===== config.mk =====
export PLATFORM = sky130hd
export DESIGN_NAME = sdram_ctrl_fsm_flat
export DESIGN_NICKNAME = d
export VERILOG_FILES = /design/src/rtl/sdram_ctrl_fsm_pkg.sv /design/src/rtl/sdram_ctrl_fsm_if.sv /design/src/rtl/sdram_ctrl_fsm_ref_timer.sv /design/src/rtl/sdram_ctrl_fsm.sv /design/src/flat_wrapper.sv
export SDC_FILE = /design/constraint.sdc
export NUM_CORES = 1
export LEC_CHECK = 0
export ABC_CLOCK_PERIOD_IN_PS = 4400
export CORE_UTILIZATION = 57
export DETAILED_ROUTE_END_ITERATION = 8
export HOLD_SLACK_MARGIN = 0.02
export PLACE_DENSITY = 0.81
export SYNTH_ARGS = -nofsm -noshare
export SYNTH_HDL_FRONTEND = slang
export SYNTH_SLANG_ARGS = --single-unit

===== constraint.sdc =====
create_clock -name clk -period 4.4 [get_ports clk]
set_input_delay 1.1 -clock clk [delete_from_list [all_inputs] [get_ports clk]]
set_output_delay 1.1 -clock clk [all_outputs]
set_load 0.02 [all_outputs]

===== src/rtl/sdram_ctrl_fsm_pkg.sv =====
// Shared definitions for the SDRAM sequencing controller: timing constants,
// init/work state codes, command encodings and the burst clamp helper.
package sdram_ctrl_fsm_pkg;

  localparam int T_POWERUP   = 20000;
  localparam int T_REF       = 781;
  localparam int T_RP        = 2;
  localparam int T_RFC       = 7;
  localparam int T_MRD       = 3;
  localparam int T_RCD       = 2;
  localparam int CAS_LAT     = 3;
  localparam int T_WR        = 2;
  localparam int INIT_AR_NUM = 8;
  localparam int BURST_MAX   = 256;

  typedef enum logic [4:0] {
    I_NOP  = 5'd0,
    I_PRE  = 5'd1,
    I_TRP  = 5'd2,
    I_AR   = 5'd3,
    I_TRF  = 5'd4,
    I_MRS  = 5'd5,
    I_TRSC = 5'd6,
    I_DONE = 5'd7
  } init_e;

  typedef enum logic [3:0] {
    W_IDLE   = 4'd0,
    W_ACTIVE = 4'd1,
    W_TRCD   = 4'd2,
    W_READ   = 4'd3,
    W_CL     = 4'd4,
    W_RD     = 4'd5,
    W_WRITE  = 4'd6,
    W_WD     = 4'd7,
    W_TWR    = 4'd8,
    W_PRE    = 4'd9,
    W_TRP    = 4'd10,
    W_AR     = 4'd11,
    W_TRFC   = 4'd12
  } work_e;

  // {cs_n, ras_n, cas_n, we_n} encodings used by the downstream command encoder
  typedef enum logic [3:0] {
    CMD_INIT   = 4'b1111,
    CMD_NOP    = 4'b0111,
    CMD_ACTIVE = 4'b0011,
    CMD_READ   = 4'b0101,
    CMD_WRITE  = 4'b0100,
    CMD_B_STOP = 4'b0110,
    CMD_PRGE   = 4'b0010,
    CMD_A_REF  = 4'b0001,
    CMD_LMR    = 4'b0000
  } cmd_e;

  // A zero-length burst still moves one word; anything past one page is cut to a page.
  function automatic logic [9:0] clamp_burst(input logic [9:0] len);
    if (len == 10'd0)
      return 10'd1;
    else if (len > 10'(BURST_MAX))
      return 10'(BURST_MAX);
    else
      return len;
  endfunction

endpackage


===== src/rtl/sdram_ctrl_fsm_if.sv =====
// Port bundle between the FIFO/port logic (master) and the sequencing controller (slave).
// Handshake: a requester raises its req level and holds it until the first matching
// ack; the controller answers with ack strobes (wr_ack = one word consumed per cycle,
// rd_ack = one word valid per cycle). The req must be low again before the transaction
// returns to idle, otherwise it is taken as a fresh request.
interface sdram_ctrl_fsm_if;
  import sdram_ctrl_fsm_pkg::*;

  logic        sdram_wr_req;
  logic        sdram_rd_req;
  logic [9:0]  sdram_wr_burst;
  logic [9:0]  sdram_rd_burst;
  init_e       init_state;
  work_e       work_state;
  logic [9:0]  cnt_clk;
  logic        sdram_rd_wr;
  logic        sdram_wr_ack;
  logic        sdram_rd_ack;
  logic        sdram_init_done;

  modport master (
    output sdram_wr_req, sdram_rd_req, sdram_wr_burst, sdram_rd_burst,
    input  init_state, work_state, cnt_clk, sdram_rd_wr,
    input  sdram_wr_ack, sdram_rd_ack, sdram_init_done
  );

  modport slave (
    input  sdram_wr_req, sdram_rd_req, sdram_wr_burst, sdram_rd_burst,
    output init_state, work_state, cnt_clk, sdram_rd_wr,
    output sdram_wr_ack, sdram_rd_ack, sdram_init_done
  );
endinterface


===== src/rtl/sdram_ctrl_fsm_ref_timer.sv =====
// Auto-refresh interval timer. Runs once init is done and raises ref_pending every
// T_REF cycles; the flag stays up until the work FSM takes the refresh.
module sdram_ctrl_fsm_ref_timer
  import sdram_ctrl_fsm_pkg::*;
(
  input  logic clk,
  input  logic rst_n,
  input  logic init_done,
  input  logic clear,
  output logic ref_pending
);

  logic [9:0] ref_cnt;
  logic       expire;

  assign expire = init_done && (ref_cnt == 10'(T_REF - 1));

  // Interval counter wraps on expiry; a new expiry wins over a same-cycle clear
  always_ff @(posedge clk) begin
    if (!rst_n) begin
      ref_cnt     <= '0;
      ref_pending <= 1'b0;
    end else begin
      if (expire)
        ref_cnt <= '0;
      else if (init_done)
        ref_cnt <= ref_cnt + 10'd1;

      if (expire)
        ref_pending <= 1'b1;
      else if (clear)
        ref_pending <= 1'b0;
    end
  end

endmodule


===== src/rtl/sdram_ctrl_fsm.sv =====
// SDRAM sequencing controller: power-up/init sequence, refresh scheduling and
// read/write arbitration. Outputs are state codes plus a per-state cycle counter
// that the command encoder turns into pin-level commands.
module sdram_ctrl_fsm
  import sdram_ctrl_fsm_pkg::*;
(
  input  logic           clk,
  input  logic           rst_n,
  sdram_ctrl_fsm_if.slave bus
);

  init_e       init_state, init_next;
  work_e       work_state, work_next;
  logic [9:0]  cnt_clk, cnt_next;
  logic [9:0]  burst, burst_m1;
  logic [14:0] pwr_cnt;
  logic [3:0]  ar_cnt;
  logic        pref_rd, rd_wr;
  logic        ref_pending;
  logic        grant_ar, grant_wr, grant_rd;
  logic        end_wrburst, end_rdburst;
  logic        wr_ack, rd_ack, init_done;

  assign burst_m1    = burst - 10'd1;
  assign end_wrburst = (work_state == W_WD) && (cnt_clk == burst_m1);
  assign end_rdburst = (work_state == W_RD) && (cnt_clk == burst_m1);

  sdram_ctrl_fsm_ref_timer u_ref_timer (
    .clk         (clk),
    .rst_n       (rst_n),
    .init_done   (init_done),
    .clear       (grant_ar),
    .ref_pending (ref_pending)
  );

  // Init sequence: power-up wait, precharge, INIT_AR_NUM refreshes, mode register set
  always_comb begin
    init_next = init_state;
    case (init_state)
      I_NOP:   if (pwr_cnt == 15'(T_POWERUP - 1)) init_next = I_PRE;
      I_PRE:   init_next = I_TRP;
      I_TRP:   if (cnt_clk == 10'(T_RP - 1)) init_next = I_AR;
      I_AR:    init_next = I_TRF;
      I_TRF:   if (cnt_clk == 10'(T_RFC - 1))
                 init_next = (ar_cnt == 4'(INIT_AR_NUM)) ? I_MRS : I_AR;
      I_MRS:   init_next = I_TRSC;
      I_TRSC:  if (cnt_clk == 10'(T_MRD - 1)) init_next = I_DONE;
      default: init_next = init_state;
    endcase
  end

  // Work FSM: arbitration in idle, then fixed command/wait chains per transaction type
  always_comb begin
    work_next = work_state;
    grant_ar  = 1'b0;
    grant_wr  = 1'b0;
    grant_rd  = 1'b0;
    if (init_state == I_DONE) begin
      case (work_state)
        W_IDLE: begin
          if (ref_pending) begin
            grant_ar  = 1'b1;
            work_next = W_AR;
          end else if (bus.sdram_wr_req && (!bus.sdram_rd_req || !pref_rd)) begin
            grant_wr  = 1'b1;
            work_next = W_ACTIVE;
          end else if (bus.sdram_rd_req) begin
            grant_rd  = 1'b1;
            work_next = W_ACTIVE;
          end
        end
        W_ACTIVE: work_next = W_TRCD;
        W_TRCD:   if (cnt_clk == 10'(T_RCD - 2)) work_next = rd_wr ? W_READ : W_WRITE;
        W_READ:   work_next = W_CL;
        W_CL:     if (cnt_clk == 10'(CAS_LAT - 1)) work_next = W_RD;
        W_RD:     if (end_rdburst) work_next = W_PRE;
        W_WRITE:  work_next = W_WD;
        W_WD:     if (end_wrburst) work_next = W_TWR;
        W_TWR:    if (cnt_clk == 10'(T_WR - 1)) work_next = W_PRE;
        W_PRE:    work_next = W_TRP;
        W_TRP:    if (cnt_clk == 10'(T_RP - 1)) work_next = W_IDLE;
        W_AR:     work_next = W_TRFC;
        W_TRFC:   if (cnt_clk == 10'(T_RFC - 1)) work_next = W_IDLE;
        default:  work_next = W_IDLE;
      endcase
    end
  end

  // Cycles-in-state counter restarts on any state change and saturates at 1023
  always_comb begin
    cnt_next = cnt_clk;
    if ((init_next != init_state) || (work_next != work_state))
      cnt_next = '0;
    else if (cnt_clk != 10'd1023)
      cnt_next = cnt_clk + 10'd1;
  end

  // State, counters, grant bookkeeping and acks, all registered from next-state values
  always_ff @(posedge clk) begin
    if (!rst_n) begin
      init_state <= I_NOP;
      work_state <= W_IDLE;
      cnt_clk    <= '0;
      pwr_cnt    <= '0;
      ar_cnt     <= '0;
      pref_rd    <= 1'b0;
      rd_wr      <= 1'b0;
      burst      <= 10'd1;
      wr_ack     <= 1'b0;
      rd_ack     <= 1'b0;
      init_done  <= 1'b0;
    end else begin
      init_state <= init_next;
      work_state <= work_next;
      cnt_clk    <= cnt_next;
      if (init_state == I_NOP) pwr_cnt <= pwr_cnt + 15'd1;
      if (init_state == I_AR)  ar_cnt  <= ar_cnt + 4'd1;
      if (grant_wr || grant_rd) begin
        rd_wr   <= grant_rd;
        pref_rd <= grant_wr;
        burst   <= clamp_burst(grant_rd ? bus.sdram_rd_burst : bus.sdram_wr_burst);
      end
      wr_ack    <= (work_next == W_WRITE) || ((work_next == W_WD) && (cnt_next < burst_m1));
      rd_ack    <= (work_next == W_RD);
      init_done <= (init_next == I_DONE);
    end
  end

  assign bus.init_state      = init_state;
  assign bus.work_state      = work_state;
  assign bus.cnt_clk         = cnt_clk;
  assign bus.sdram_rd_wr     = rd_wr;
  assign bus.sdram_wr_ack    = wr_ack;
  assign bus.sdram_rd_ack    = rd_ack;
  assign bus.sdram_init_done = init_done;

endmodule


===== src/flat_wrapper.sv =====
// flat-port wrapper written by rule: the top's interface ports become plain ports
module sdram_ctrl_fsm_flat import sdram_ctrl_fsm_pkg::*;
  (clk, rst_n, bus_sdram_wr_req, bus_sdram_rd_req, bus_sdram_wr_burst, bus_sdram_rd_burst, bus_init_state, bus_work_state, bus_cnt_clk, bus_sdram_rd_wr, bus_sdram_wr_ack, bus_sdram_rd_ack, bus_sdram_init_done);
  sdram_ctrl_fsm_if bus_i ();
  input  logic clk;
  input  logic rst_n;
  input wire logic [$bits(bus_i.sdram_wr_req)-1:0] bus_sdram_wr_req;
  input wire logic [$bits(bus_i.sdram_rd_req)-1:0] bus_sdram_rd_req;
  input wire logic [$bits(bus_i.sdram_wr_burst)-1:0] bus_sdram_wr_burst;
  input wire logic [$bits(bus_i.sdram_rd_burst)-1:0] bus_sdram_rd_burst;
  output wire logic [$bits(bus_i.init_state)-1:0] bus_init_state;
  output wire logic [$bits(bus_i.work_state)-1:0] bus_work_state;
  output wire logic [$bits(bus_i.cnt_clk)-1:0] bus_cnt_clk;
  output wire logic [$bits(bus_i.sdram_rd_wr)-1:0] bus_sdram_rd_wr;
  output wire logic [$bits(bus_i.sdram_wr_ack)-1:0] bus_sdram_wr_ack;
  output wire logic [$bits(bus_i.sdram_rd_ack)-1:0] bus_sdram_rd_ack;
  output wire logic [$bits(bus_i.sdram_init_done)-1:0] bus_sdram_init_done;
  assign bus_i.sdram_wr_req = bus_sdram_wr_req;
  assign bus_i.sdram_rd_req = bus_sdram_rd_req;
  assign bus_i.sdram_wr_burst = bus_sdram_wr_burst;
  assign bus_i.sdram_rd_burst = bus_sdram_rd_burst;
  assign bus_init_state = bus_i.init_state;
  assign bus_work_state = bus_i.work_state;
  assign bus_cnt_clk = bus_i.cnt_clk;
  assign bus_sdram_rd_wr = bus_i.sdram_rd_wr;
  assign bus_sdram_wr_ack = bus_i.sdram_wr_ack;
  assign bus_sdram_rd_ack = bus_i.sdram_rd_ack;
  assign bus_sdram_init_done = bus_i.sdram_init_done;
  sdram_ctrl_fsm u_core (.clk(clk), .rst_n(rst_n), .bus(bus_i));
endmodule

==> impl_metrics.csv, run 1 <==
group,metric,value,unit
floorplanning,core_area,6944,um^2
synth,yosysTopAreaCell,"dfxtp_1",
placement,dp_hpwl,7111,um
floorplanning,die_x,87.82,um
synth,synth_area,4198,um^2
synth,muxShareOfSynthArea,3.905,%
synth,syn_avg_cell_area,8.498,um^2
global_route,grt_overflow_total,0,
floorplanning,die-height,87.82,um
timing,worst_slew_pin_slew,0.6370,ns
synth,synthTopCellsByCount,"nor2_1, dfxtp_1, nand2_1",
power_and_ir_drop,power,1.268,mW
timing,grt_setup_unrepaired,"false",
clock_tree,clock_latency,0.35,ns
drt,ant_nets,0,
critical_path,startpoint_type,"register",
synth,yosys.area_share.adder,5.663,%
layout,fin_cells,630,
synth,synth_top_family_by_area,"simple AND/OR/NAND/NOR gates",
placement,routabilityCongestion,0.9562,
min_path,hold_class,"register to register",
synth,synthTopCellsByArea,"dfxtp_1, xnor2_1, nor2_1",
synth,synth_cells,494,
clock_tree,cts_tree,"done",
global_route,track_usage,26.61,%
job,max-cap-violations,0,
clock_tree,cts.sinks,64,
synth,synth_seq_cells,64,
critical_path,crit_type,"register to register",
timing,fmax,255.2,MHz
synth,synth.most_common_cell,"nor2_1",
drt,wl_per_cell,15.04,um
layout,fillers,599,
synth,ys.flop_type,"dfxtp_1",
critical_path,reg2regPathDepth,16,
clock_tree,ctsResizeCount,0,
synth,synth_warnings,0,
timing,setup_viol_count_final,0,
synth,async_reset_ff_share,0,%
clock_tree,postCtsHoldBufs,0,
critical_path,endpoint_kind,"register",
synth,synth_xor_area_share,10.61,%
power_and_ir_drop,ir_drop,242.3,uV
layout,antennaDiodeCount,0,
drt,drc_errors,0,
drt,first_pass_iters,7,
global_route,grt_max_degree,26,
timing,skew,0.01101,ns
drt,vias_per_cell,5.854,
layout,synthToLayoutAreaGrowth,15.65,%
floorplanning,dieArea,7711,um^2
global_route,grt_pass1_vias,3553,
clock_tree,cts_inserted_buffers,9,
drt,first_iter_violations,288,
timing,report.final.slew_viol_count,0,
synth,synth_edf_count,0,
floorplanning,rows,30,
synth,synth.distinct_cells,78,
drt,vias,3688,
global_route,grt_pass1_wl,16090,um
critical_path,worst-endpoint-arrival,4.18,ns
min_path,worst_hold_path.num_cells,2,
synth,yosys.area_share.simple,28.79,%
critical_path,cp_max_fo,18,
synth,synthesis.nets,537,
floorplanning,floorplan.initialDensity,60.45,%
layout,final_util,69.91,%
clock_tree,cts_setup_buffers,0,
synth,synth_compound_area_share,15.08,%
status,outcome,"finished clean",
clock_tree,clk_pin_slew,0.07,ns
power_and_ir_drop,powerDensity,261.2,nW/um^2
clock_tree,clockBufferDepth,2,
critical_path,crit_required,4.66,ns
drt,totalWireLength,9475,um
placement,port_buffers,46,
timing,layout_min_cycle_time,3.919,ns
global_route,antenna_found_initial,0,
clock_tree,h-tree-depth,3,
layout,fin_nets,572,
timing,relSlewSlack,56.93,%
timing,hold_violations,0,
layout,drive_above_1_share,9.551,%
timing,fin_crit_sh,89.06,%
timing,setup_tns,0,ns
placement,dp_cells,614,
clock_tree,root_buffer,"clkbuf_8",
power_and_ir_drop,leakage,1.834,nW
synth,ys_seq_area_share,30.52,%
floorplanning,num_io_pins,47,
synth,yosysTopAreaCellShare,30.52,%
## metrics by stage
step | area (um^2) | hold WS (ns) | setup slack [ns]
after floorplan | 4198 | 0.4669 | 0.9005
after global placement | 4626 | 0.4785 | 0.3812
after detailed placement | 4626 | 0.5021 | 0.3162
after CTS | 4855 | 0.5092 | 0.4987
after global routing | 4855 | 0.5362 | 0.2442
final | 4855 | 0.5042 | 0.4813
## cell usage in the layout (no fill, tap or decap), drive strengths merged, types with 3 or more instances in the layout
cell type	synthesis	final
nor2	67	67
dfxtp	64	64
clkdlybuf4s50	0	46
nand2	33	33
xnor2	31	31
a21oi	25	25
xor2	19	19
ha	19	19
o21ai	19	19
nor3	18	18
inv	15	16
nand4	15	15
nand3	15	15
mux2i	14	14
nor4	14	14
and2	12	12
clkbuf	10	10
nand2b	8	8
and3	8	8
a31oi	5	5
a21o	4	4
o21bai	4	4
and3b	4	4
o22ai	4	4
nor3b	4	4
o21a	3	3
or2	3	3
or3	3	3
a2bb2oi	3	3
clkinvlp	0	3
or4	3	3
## power breakdown
| group | switching [mW] | total [mW] | internal [mW] |
|---|---|---|---|
| Combinational | 0.0488 | 0.0980 | 0.0491 |
| Sequential | 0.00853 | 0.592 | 0.584 |
| Clock | 0.242 | 0.578 | 0.336 |
## cell families (layout without fill, tap and decap cells)
family                     count (synthesis)  in the layout
AOI/OAI and AO/OA                         88             88
DFF                                       64             64
adders and majority gates                 19             19
buffers and inverters                     40             80
xor gates and xnor gates                  50             50
and+or+nand+nor                          218            218
muxes                                     15             15
## final timing paths
path                     startpoint                      end  slack, ns
hold / removal    u_core.pwr_cnt[5]        u_core.pwr_cnt[5]       0.50
setup reg to reg    u_core.burst[0]  u_core.bus.sdram_wr_ack       0.48
hold reg to reg   u_core.pwr_cnt[5]        u_core.pwr_cnt[5]       0.50
setup / recovery    u_core.burst[0]  u_core.bus.sdram_wr_ack       0.48
## worst max-delay path, cell delays in order (launching register included)
cell and delay [ns]:
dfxtp_1 0.37, inv_1 0.11, ha_1 0.22, or3b_4 0.43, xnor2_1 0.14, nor4_1 0.16, o2111ai_1 0.23, nor3b_2 0.37
a21oi_4 0.11, o21bai_4 0.40, nor2_1 0.11, ha_1 0.33, a21o_1 0.16, a21o_1 0.17, a21oi_1 0.15, o211ai_1 0.11
a221oi_2 0.27
## cell type report
| class | instances | area [um^2] | area share, % |
|---|---|---|---|
| Sequential cell | 64 | 1281 | 26.39 |
| Inverter | 16 | 60.06 | 1.237 |
| Multi-Input combinational cell | 390 | 2689 | 55.39 |
| Timing Repair Buffer | 48 | 475.5 | 9.794 |
| Tap cell | 96 | 120.1 | 2.474 |
| Clock buffer | 10 | 137.6 | 2.835 |
| Clock inverter | 6 | 91.34 | 1.881 |
## sequential cells by signal (all words and copies together) (netlist names)
register and count:
u_core.bus.sdram_rd_wr 1, u_core.bus.sdram_rd_ack 1, u_core.pwr_cnt 15, u_core.burst 10
u_core.pref_rd 1, u_core.bus.sdram_wr_ack 1, u_core.bus.sdram_init_done 1, u_core.ar_cnt 4
u_core.bus.init_state 5, u_core.u_ref_timer.ref_cnt 10, u_core.u_ref_timer.ref_pending 1, u_core.bus.cnt_clk 10
u_core.bus.work_state 4
## metal layers
metal  global-route usage (%)  vias up  part of all wire (%)
li1                         -     1821                     -
met1                    34.16     1721                    47
met2                    44.26      131                    46
met3                    4.430       15                   5.3
met4                    11.03        0                   1.8
met5                        0        -                     0
Power figures use the tool's default switching activity.
==> run 2: changes to the inputs <==
--- a/config.mk
+++ b/config.mk
@@ -5,11 +5,13 @@
 export SDC_FILE = /design/constraint.sdc
 export NUM_CORES = 1
 export LEC_CHECK = 0
-export ABC_CLOCK_PERIOD_IN_PS = 4400
+export ABC_CLOCK_PERIOD_IN_PS = 4200
 export CORE_UTILIZATION = 57
 export DETAILED_ROUTE_END_ITERATION = 8
 export HOLD_SLACK_MARGIN = 0.02
 export PLACE_DENSITY = 0.81
 export SYNTH_ARGS = -nofsm -noshare
 export SYNTH_HDL_FRONTEND = slang
+export SYNTH_HIERARCHICAL = 1
 export SYNTH_SLANG_ARGS = --single-unit
+export TNS_END_PERCENT = 30
==> constraint.sdc (replaced) <==
create_clock -name clk -period 4.2 [get_ports clk]
set_input_delay 1.05 -clock clk [delete_from_list [all_inputs] [get_ports clk]]
set_output_delay 1.05 -clock clk [all_outputs]
set_load 0.02 [all_outputs]
==> impl_metrics.csv, run 2 <==
group,metric,value,unit
status,outcome,"finished clean",
synth,ys_seq_area_share,30.63,%
clock_tree,clk_pin_slew,0.08,ns
global_route,antenna_found_initial,0,
clock_tree,cts_inserted_buffers,9,
min_path,hp-start,"u_core/u_ref_timer/ref_cnt[9]",
clock_tree,clockBufferDepth,2,
synth,synth_edf_count,0,
synth,synthesis.nets,574,
synth,synthTopCellsByCount,"dfxtp_1, nor2_1, nand2_1",
layout,final_common_cell,"nor2_1",
drt,ant_nets,0,
timing,skew,0.01079,ns
floorplanning,floorplan.initialDensity,60.23,%
synth,ys.flop_type,"dfxtp_1",
synth,async_reset_ff_share,0,%
critical_path,startpoint_type,"register",
clock_tree,root_buffer,"clkbuf_8",
floorplanning,die-height,87.67,um
timing,setup_tns,0,ns
timing,relSlewSlack,40.67,%
synth,yosysTopAreaCellShare,30.63,%
critical_path,worst-endpoint-arrival,4.24,ns
timing,hold_violations,0,
layout,largest_register_ffs,15,
synth,muxShareOfSynthArea,3.231,%
layout,fillers,535,
critical_path,endpoint_kind,"register",
layout,fin_nets,646,
critical_path,rr_startpoint,"u_core/burst[0]",
synth,yosys.area_share.simple,28.75,%
synth,synth_warnings,6,
layout,antennaDiodeCount,0,
timing,setup_viol_count_final,0,
timing,worst_slew_pin_slew,0.8819,ns
critical_path,startpoint,"u_core/burst[0]",
timing,layout_min_cycle_time,4.006,ns
synth,synth_compound_area_share,18.49,%
global_route,grt_max_degree,25,
timing,fin_crit_sh,95.39,%
synth,synth_area,4183,um^2
placement,routabilityCongestion,1.018,
synth,synth.distinct_cells,69,
clock_tree,clock_latency,0.33,ns
job,max-cap-violations,0,
clock_tree,h-tree-depth,3,
drt,drc_errors,0,
placement,port_buffers,46,
clock_tree,cts_setup_buffers,0,
drt,wl_per_cell,16.78,um
synth,yosysTopAreaCell,"dfxtp_1",
global_route,grt_overflow_total,0,
timing,hold_slack,0.4947,ns
layout,final_util,75.41,%
synth,synth_xor_area_share,8.376,%
drt,vias,4354,
layout,layout_common_cells,"nor2_1, dfxtp_1, clkdlybuf4s50_1",
power_and_ir_drop,powerDensity,246.8,nW/um^2
min_path,hold_class,"register to register",
synth,synth_seq_cells,64,
critical_path,cp_max_fo,4,
placement,dp_hpwl,8847,um
layout,regMostFlops,"u_core/pwr_cnt",
synth,yosys.area_share.adder,5.684,%
drt,first_iter_violations,316,
clock_tree,cts_tree,"done",
global_route,grt_pass1_vias,4125,
timing,fmax,249.6,MHz
floorplanning,die_x,87.67,um
critical_path,crit_required,4.44,ns
drt,vias_per_cell,6.202,
power_and_ir_drop,ir_drop,196.1,uV
global_route,track_usage,31.77,%
clock_tree,cts.sinks,64,
floorplanning,core_area,6944,um^2
synth,syn_avg_cell_area,7.877,um^2
floorplanning,rows,30,
layout,drive_above_1_share,14.03,%
synth,synth.most_common_cell,"dfxtp_1",
global_route,grt_pass1_wl,19290,um
floorplanning,num_io_pins,47,
synth,synthTopCellsByArea,"dfxtp_1, ha_1, nor2_1",
power_and_ir_drop,leakage,1.955,nW
synth,synth_cells,531,
critical_path,crit_type,"register to register",
floorplanning,dieArea,7685,um^2
synth,synth_top_family_by_area,"simple AND/OR/NAND/NOR gates",
drt,first_pass_iters,5,
timing,report.final.slew_viol_count,0,
layout,synthToLayoutAreaGrowth,25.19,%
drt,totalWireLength,11780,um
run 2: cell count changes after synthesis, sizes merged, moves of 5 or more:
cell	change
o21ai	+10
a22oi	+5
nand2b	-6
or3	+10
clkbuf	+13
xnor2	-9
or4b	+7
and2	-5
inv	+8
a221o	+5
a21oi	+7
buf	-10
run 2: cells by family (layout without fill, tap and decap cells):
logic type,Yosys count,count (layout)
AND/OR/NAND/NOR,227,227
AO/OA/AOI/OAI,118,118
flip-flops,64,64
buffers and inverters,51,126
XOR/XNOR,40,40
adder cells (fa/ha/maj),19,19
multiplexers,12,12
run 2: path summary, 6_finish.rpt:
kind | endpoint | slack (ns) | depth (start not counted)
setup reg to reg | u_core/bus.sdram_wr_ack | 0.19 | 16
hold / removal | u_core/u_ref_timer/ref_cnt[9] | 0.49 | 2
setup / recovery | u_core/bus.sdram_wr_ack | 0.19 | 16
hold reg to reg | u_core/u_ref_timer/ref_cnt[9] | 0.49 | 2
run 2: area by class of cell:
cell class / instances / area, um^2 / area share [%]
clock buffer: 11 / 151.4 / 2.891
multi-input combinational: 416 / 2766 / 52.83
tap: 96 / 120.1 / 2.294
clock inverter: 3 / 42.54 / 0.8124
timing repair buffer: 88 / 779.5 / 14.89
inverter: 24 / 90.09 / 1.720
sequential: 64 / 1286 / 24.56
run 2: metal layers:
metal,vias up,GRT usage [%],share of wire [%]
met5,-,0,0
met4,0,14.61,3.0
met3,36,4.147,7.0
met2,199,53.91,47
met1,2032,40.21,43
li1,2087,-,-
run 2: power by group:
part           switching (mW)  internal (mW)
combinational          0.0723         0.0673
sequential            0.00401          0.612
clock                   0.237          0.299
total                   0.313          0.979
run 2: through the flow:
| step | cell area [um^2] | setup WS [ns] | power (mW) | cells |
|---|---|---|---|---|
| 2_1_floorplan | 4228 | 0.009199 | 0.6966 | 531 |
| 3_3_place_gp | 5001 | -0.1426 | 0.7611 | 688 |
| 3_5_place_dp | 5001 | -0.2005 | 0.7642 | 688 |
| 4_1_cts | 5205 | 0.002459 | 1.294 | 702 |
| 5_1_grt | 5236 | -0.004282 | 1.333 | 702 |
| 6_report | 5236 | 0.1937 | 1.292 | 702 |
run 2: worst max-delay path, stage by stage (launching register included):
cell	delay (ns)
dfxtp_1	0.32
or4_1	0.57
or2_2	0.33
xor2_1	0.16
a211oi_2	0.26
nand4_1	0.24
o21ai_4	0.24
nor2_1	0.08
ha_1	0.29
a21o_1	0.16
a221o_1	0.33
a21o_1	0.18
a21oi_2	0.12
nor2_1	0.06
a211oi_2	0.18
o211ai_1	0.13
a311oi_1	0.25
run 2: what timing repair did:
| action | in CTS | in global routing |
|---|---|---|
| gates resized for setup | 2 | 12 |
| setup endpoints to repair | 1 | 1 |
| pin swaps | 0 | 11 |
| hold buffers | 0 | 0 |
